File: config.mk
export PLATFORM = sky130hd
export DESIGN_NAME = product_accumulator
export DESIGN_NICKNAME = d
export VERILOG_FILES = /design/src/rtl/product_accumulator.sv
export SDC_FILE = /design/constraint.sdc
export NUM_CORES = 1
export LEC_CHECK = 0
export ABC_CLOCK_PERIOD_IN_PS = 5900
export BUFFER_PORTS_ARGS = -buffer_cell sky130_fd_sc_hd__buf_2
export CAP_MARGIN = 20
export CELL_PAD_IN_SITES_DETAIL_PLACEMENT = 0
export CELL_PAD_IN_SITES_GLOBAL_PLACEMENT = 1
export CORE_MARGIN = 2
export CORE_UTILIZATION = 45
export DETAILED_ROUTE_END_ITERATION = 16
export GPL_TIMING_DRIVEN = 0
export PLACE_DENSITY_LB_ADDON = 0.2
export SLEW_MARGIN = 5
export SYNTH_ARGS = -nofsm -noshare
export SYNTH_HDL_FRONTEND = slang
export SYNTH_SLANG_ARGS = --single-unit
File: constraint.sdc
create_clock -name clk -period 5.9 [get_ports clk]
set_clock_uncertainty 0.05 [all_clocks]
set_input_delay 0.295 -clock clk [delete_from_list [all_inputs] [get_ports clk]]
set_output_delay 0.295 -clock clk [all_outputs]
set_load 0.01 [all_outputs]
File: src/rtl/product_accumulator.sv
// Product accumulator: sums groups of multiplier products closed by in_last
// and hands the total, count and sticky overflow out over valid/ready.
module product_accumulator #(
  parameter int M     = 4,
  parameter int N     = 4,
  parameter int ACC_W = 16,
  parameter int CNT_W = 8
) (
  input  logic             clk,
  input  logic             rst_n,
  input  logic             in_valid,
  output logic             in_ready,
  input  logic [M+N-1:0]   product,
  input  logic             in_last,
  output logic             out_valid,
  input  logic             out_ready,
  output logic [ACC_W-1:0] out_sum,
  output logic [CNT_W-1:0] out_count,
  output logic             out_overflow
);

  localparam int P = M + N;

  typedef enum logic {
    ACC  = 1'b0,
    DONE = 1'b1
  } state_e;

  state_e             state_q, state_d;
  logic [ACC_W-1:0]   acc_q, acc_d;
  logic [CNT_W-1:0]   cnt_q, cnt_d;
  logic               ovf_q, ovf_d;
  logic [ACC_W-1:0]   sum_q, sum_d;
  logic [CNT_W-1:0]   ocnt_q, ocnt_d;
  logic               oovf_q, oovf_d;

  logic               accept;
  logic               drain;
  logic [ACC_W:0]     sum_ext;
  logic [CNT_W-1:0]   cnt_inc;
  logic               ovf_nxt;

  assign accept  = in_valid && in_ready;
  assign drain   = (state_q == DONE) && out_ready;
  // Carry out of the widened add feeds the sticky overflow flag.
  assign sum_ext = {1'b0, acc_q}
                 + {{(ACC_W + 1 - P){1'b0}}, product};
  assign cnt_inc = (&cnt_q) ? cnt_q : cnt_q + CNT_W'(1);
  assign ovf_nxt = ovf_q | sum_ext[ACC_W];

  always_ff @(posedge clk or negedge rst_n) begin
    if (!rst_n) begin
      state_q <= ACC;
    end else begin
      state_q <= state_d;
    end
  end

  always_comb begin
    state_d = state_q;
    unique case (state_q)
      ACC:  if (accept && in_last) state_d = DONE;
      DONE: if (out_ready)         state_d = ACC;
      default: state_d = ACC;
    endcase
  end

  // Handshake outputs depend on state only; reset masks in_ready.
  always_comb begin
    in_ready  = 1'b0;
    out_valid = 1'b0;
    unique case (state_q)
      ACC:  in_ready  = rst_n;
      DONE: out_valid = 1'b1;
      default: ;
    endcase
  end

  always_comb begin
    acc_d  = acc_q;
    cnt_d  = cnt_q;
    ovf_d  = ovf_q;
    sum_d  = sum_q;
    ocnt_d = ocnt_q;
    oovf_d = oovf_q;
    if (accept) begin
      acc_d = sum_ext[ACC_W-1:0];
      cnt_d = cnt_inc;
      ovf_d = ovf_nxt;
      if (in_last) begin
        sum_d  = sum_ext[ACC_W-1:0];
        ocnt_d = cnt_inc;
        oovf_d = ovf_nxt;
      end
    end
    if (drain) begin
      acc_d = '0;
      cnt_d = '0;
      ovf_d = 1'b0;
    end
  end

  always_ff @(posedge clk or negedge rst_n) begin
    if (!rst_n) begin
      acc_q  <= '0;
      cnt_q  <= '0;
      ovf_q  <= 1'b0;
      sum_q  <= '0;
      ocnt_q <= '0;
      oovf_q <= 1'b0;
    end else begin
      acc_q  <= acc_d;
      cnt_q  <= cnt_d;
      ovf_q  <= ovf_d;
      sum_q  <= sum_d;
      ocnt_q <= ocnt_d;
      oovf_q <= oovf_d;
    end
  end

  assign out_sum      = sum_q;
  assign out_count    = ocnt_q;
  assign out_overflow = oovf_q;

endmodule

==> results.sh <==
export IMPL_cts_htree_levels=2
export IMPL_clkSlewWorstSetupHoldPaths_ns=0.10
export IMPL_synth_edf_count=0
export IMPL_syn_num_nets=298
export IMPL_drv_cap=0
export IMPL_path_class="in -> reg"
export IMPL_drc_errors=0
export IMPL_grt_remaining_overflow=0
export IMPL_die_w_um=80.3
export IMPL_cp_end_kind="flop"
export IMPL_routed_wl_um=6000
export IMPL_hold_depth=2
export IMPL_worst_slew_pin_slew_ns=0.764
export IMPL_maxSlewHeadroom_pct=48.7
export IMPL_coreArea_sq_um=5570
export IMPL_drtPass1Iterations=4
export IMPL_stdcell_area_sq_um=3050
export IMPL_ir_worst_vdd_mv=0.205
export IMPL_p_sw_share_pct=35.5
export IMPL_cts_setup_buffers=0
export IMPL_finalSetupViolations=0
export IMPL_power_density_nw_per_um2=375
export IMPL_cp_slowest_cell="dlygate4sd3_1"
export IMPL_clkPwrFrac_pct=22.5
export IMPL_insertion_delay_ns=0.31
export IMPL_grt_first_pass_wirelength_um=10300
export IMPL_critical_path_arrival_ns=3.14
export IMPL_io_pin_count=40
export IMPL_area_growth_pct=16.5
export IMPL_antenna_cells=0
export IMPL_pwr_share_seq_pct=42.2
export IMPL_grt_pass1_vias=2127
export IMPL_p_leak_uw=0.00140
export IMPL_initial_core_util_pct=47.0
export IMPL_gp_congestion=0.813
export IMPL_power_switching_uw=406
export IMPL_grt_usage_pct=20.7
export IMPL_async_reset_ff_share_pct=100
export IMPL_cp_top_family="buffers and inverters"
export IMPL_final_util_pct=54.7
export IMPL_cp_start_kind="input port"
export IMPL_fin_tns_setup_ns=0
export IMPL_slowest_delay_ns=0.52
export IMPL_fp_dieH_um=80.3
export IMPL_critPathBufInv=6
export IMPL_min_period_ns=3.03
export IMPL_netlist_area_sq_um=2620
export IMPL_wire_per_inst_um=15.2
export IMPL_cts_root_buffer="clkbuf_8"
export IMPL_cts_tree="done"
export IMPL_max_freq_ghz=0.330
export IMPL_clock_sinks=51
export IMPL_status="finished, final reports clean"
export IMPL_ff2ff_path_depth=7
export IMPL_rows=27
export IMPL_crit_fanout=29
export IMPL_drive_gt1_share_pct=17.3
export IMPL_hold_slack_ns=0.140
export IMPL_place_hpwl_um=4390
export IMPL_ys_ff_latch=51
export IMPL_grt_setup_unrepaired="false"
export IMPL_grt_max_degree=30
export IMPL_ys_warn_count=0
export IMPL_p_comb_share_pct=35.3
export IMPL_via_count=2160
export IMPL_ys_flop_type="dfrtp_1"
export IMPL_nets=346
export IMPL_hold_class="in -> reg"
export IMPL_synthCells=275
export IMPL_clk_path_buf_depth=2
export IMPL_ys_seq_area_share_pct=48.7
export IMPL_placed_cell_area_sq_um=2920
export IMPL_path_cells="dlygate4sd3_1, buf_2, buf_12, nor2b_1, and2_0, clkbuf_1, nand2_1, clkbuf_1, buf_1, nand2_1, o21ai_0"
export IMPL_crit_cells=11
export IMPL_p_int_uw=739
export IMPL_syn_avg_cell_area_sq_um=9.52
export IMPL_p_total_uw=1150
export IMPL_numCtsBuffers=5
export IMPL_ys_types=43
export IMPL_viasPerCell=5.45
export IMPL_initialDrtViolationCount=116
export IMPL_hold_viol=0
export IMPL_die_area_sq_um=6450
export IMPL_worst_ep_required_time_ns=6.01
export IMPL_fin_crit_sh_pct=51.4
export IMPL_antenna_found_initial=0
export IMPL_port_buffers=39
export IMPL_drv_slew=0
export IMPL_ant_nets=0
[registers in the layout, summed over array words and instances, names as in the netlist]
signal and cells:
out_count 8, cnt_q 8, acc_q 16, ovf_q 1
out_sum 16, state_q 1, out_overflow 1
[metrics by stage]
stage | setup WS [ns] | cells
after detailed placement | 2.99 | 387
after global routing | 2.46 | 396
after global placement | 2.80 | 386
after floorplan | 3.79 | 275
final | 2.87 | 396
after CTS | 2.79 | 396
[layout by cell type (no fill, tap or decap), types with 5 or more instances in the layout]
master	Yosys	final
a21o_1	5	5
nand3_1	10	10
nand2_1	48	48
xor2_1	7	7
o21ai_0	34	34
buf_2	0	39
nor2_1	9	9
a21oi_1	13	13
clkbuf_8	0	6
a31oi_1	7	7
xnor2_1	11	11
ha_1	9	9
dfrtp_1	51	51
clkbuf_1	10	10
[power by group through the flow]
stage / clock (uW) / combinational, uW / sequential (uW)
floorplan: 0 / 262 / 507
global placement: 0 / 400 / 487
detailed placement: 0 / 407 / 491
CTS: 262 / 409 / 484
global route: 273 / 464 / 497
finish: 257 / 405 / 484
[cell type report]
class | count | area (sq um)
Fill cell | 529 | 2520
Multi-Input combinational cell | 207 | 1280
Sequential cell | 51 | 1280
Timing Repair Buffer | 41 | 225
Tap cell | 72 | 90.1
Clock buffer | 6 | 82.6
Buffer | 13 | 48.8
Clock inverter | 2 | 35.0
Inverter | 4 | 15.0
[what timing repair did]
| action | 4_1_cts | 5_1_grt |
|---|---|---|
| hold buffers | 1 | 0 |
| gates resized for setup | 0 | 0 |
| hold endpoints to repair | 23 | 0 |
[routing by layer]
layer / GRT usage (%) / vias up / routed length, um
li1: - / 1078 / -
met1: 30.6 / 1036 / 3040
met2: 31.7 / 42 / 2730
met3: 3.71 / 4 / 193
met4: 4.58 / 0 / 43
met5: 0 / - / 0
[synth_stat cells, drive strengths merged, types with 7 or more instances]
cell / count / area [sq um]
xor2: 7 / 61.3
nand3: 10 / 50.1
clkbuf: 10 / 37.5
nor2: 9 / 33.8
xnor2: 11 / 96.3
nand2: 48 / 180
a21oi: 13 / 65.1
a31oi: 7 / 43.8
dfrtp: 51 / 1280
ha: 9 / 113
o21ai: 38 / 190
[cells by family (layout without fill, tap and decap cells)]
kind of cell             count (synthesis)  in the layout  share of synthesized area, %
adder cells (fa/ha/maj)                 10             10                          5.06
XOR/XNOR                                18             18                          6.02
AND/OR/NAND/NOR                         87             87                          15.0
multiplexers                             7              7                          2.87
AO/OA/AOI/OAI                           85             85                          19.9
flip-flops                              51             51                          48.7
buffers and inverters                   17             66                          2.44
[worst paths after layout]
| kind | endpoint | from | slack (ns) |
|---|---|---|---|
| worst min register to register | out_sum[11] | out_sum[11] | 0.43 |
| max in group asynchronous | acc_q[4] | rst_n | 4.79 |
| worst min-delay path | state_q | out_ready | 0.14 |
| worst max-delay path | out_sum[5] | rst_n | 2.87 |
| worst max register to register | out_overflow | acc_q[0] | 3.54 |
| min in group asynchronous | out_sum[11] | rst_n | 0.45 |
[worst register-to-register path: stages (launching register included)]
cell and delay [ns]:
dfrtp_1 0.40, ha_1 0.23, fa_1 0.45, a211oi_1 0.33, o211ai_1 0.27, nand2_1 0.25, o21ba_2 0.18, o21ai_0 0.07
(Power assumes the default switching activity.)
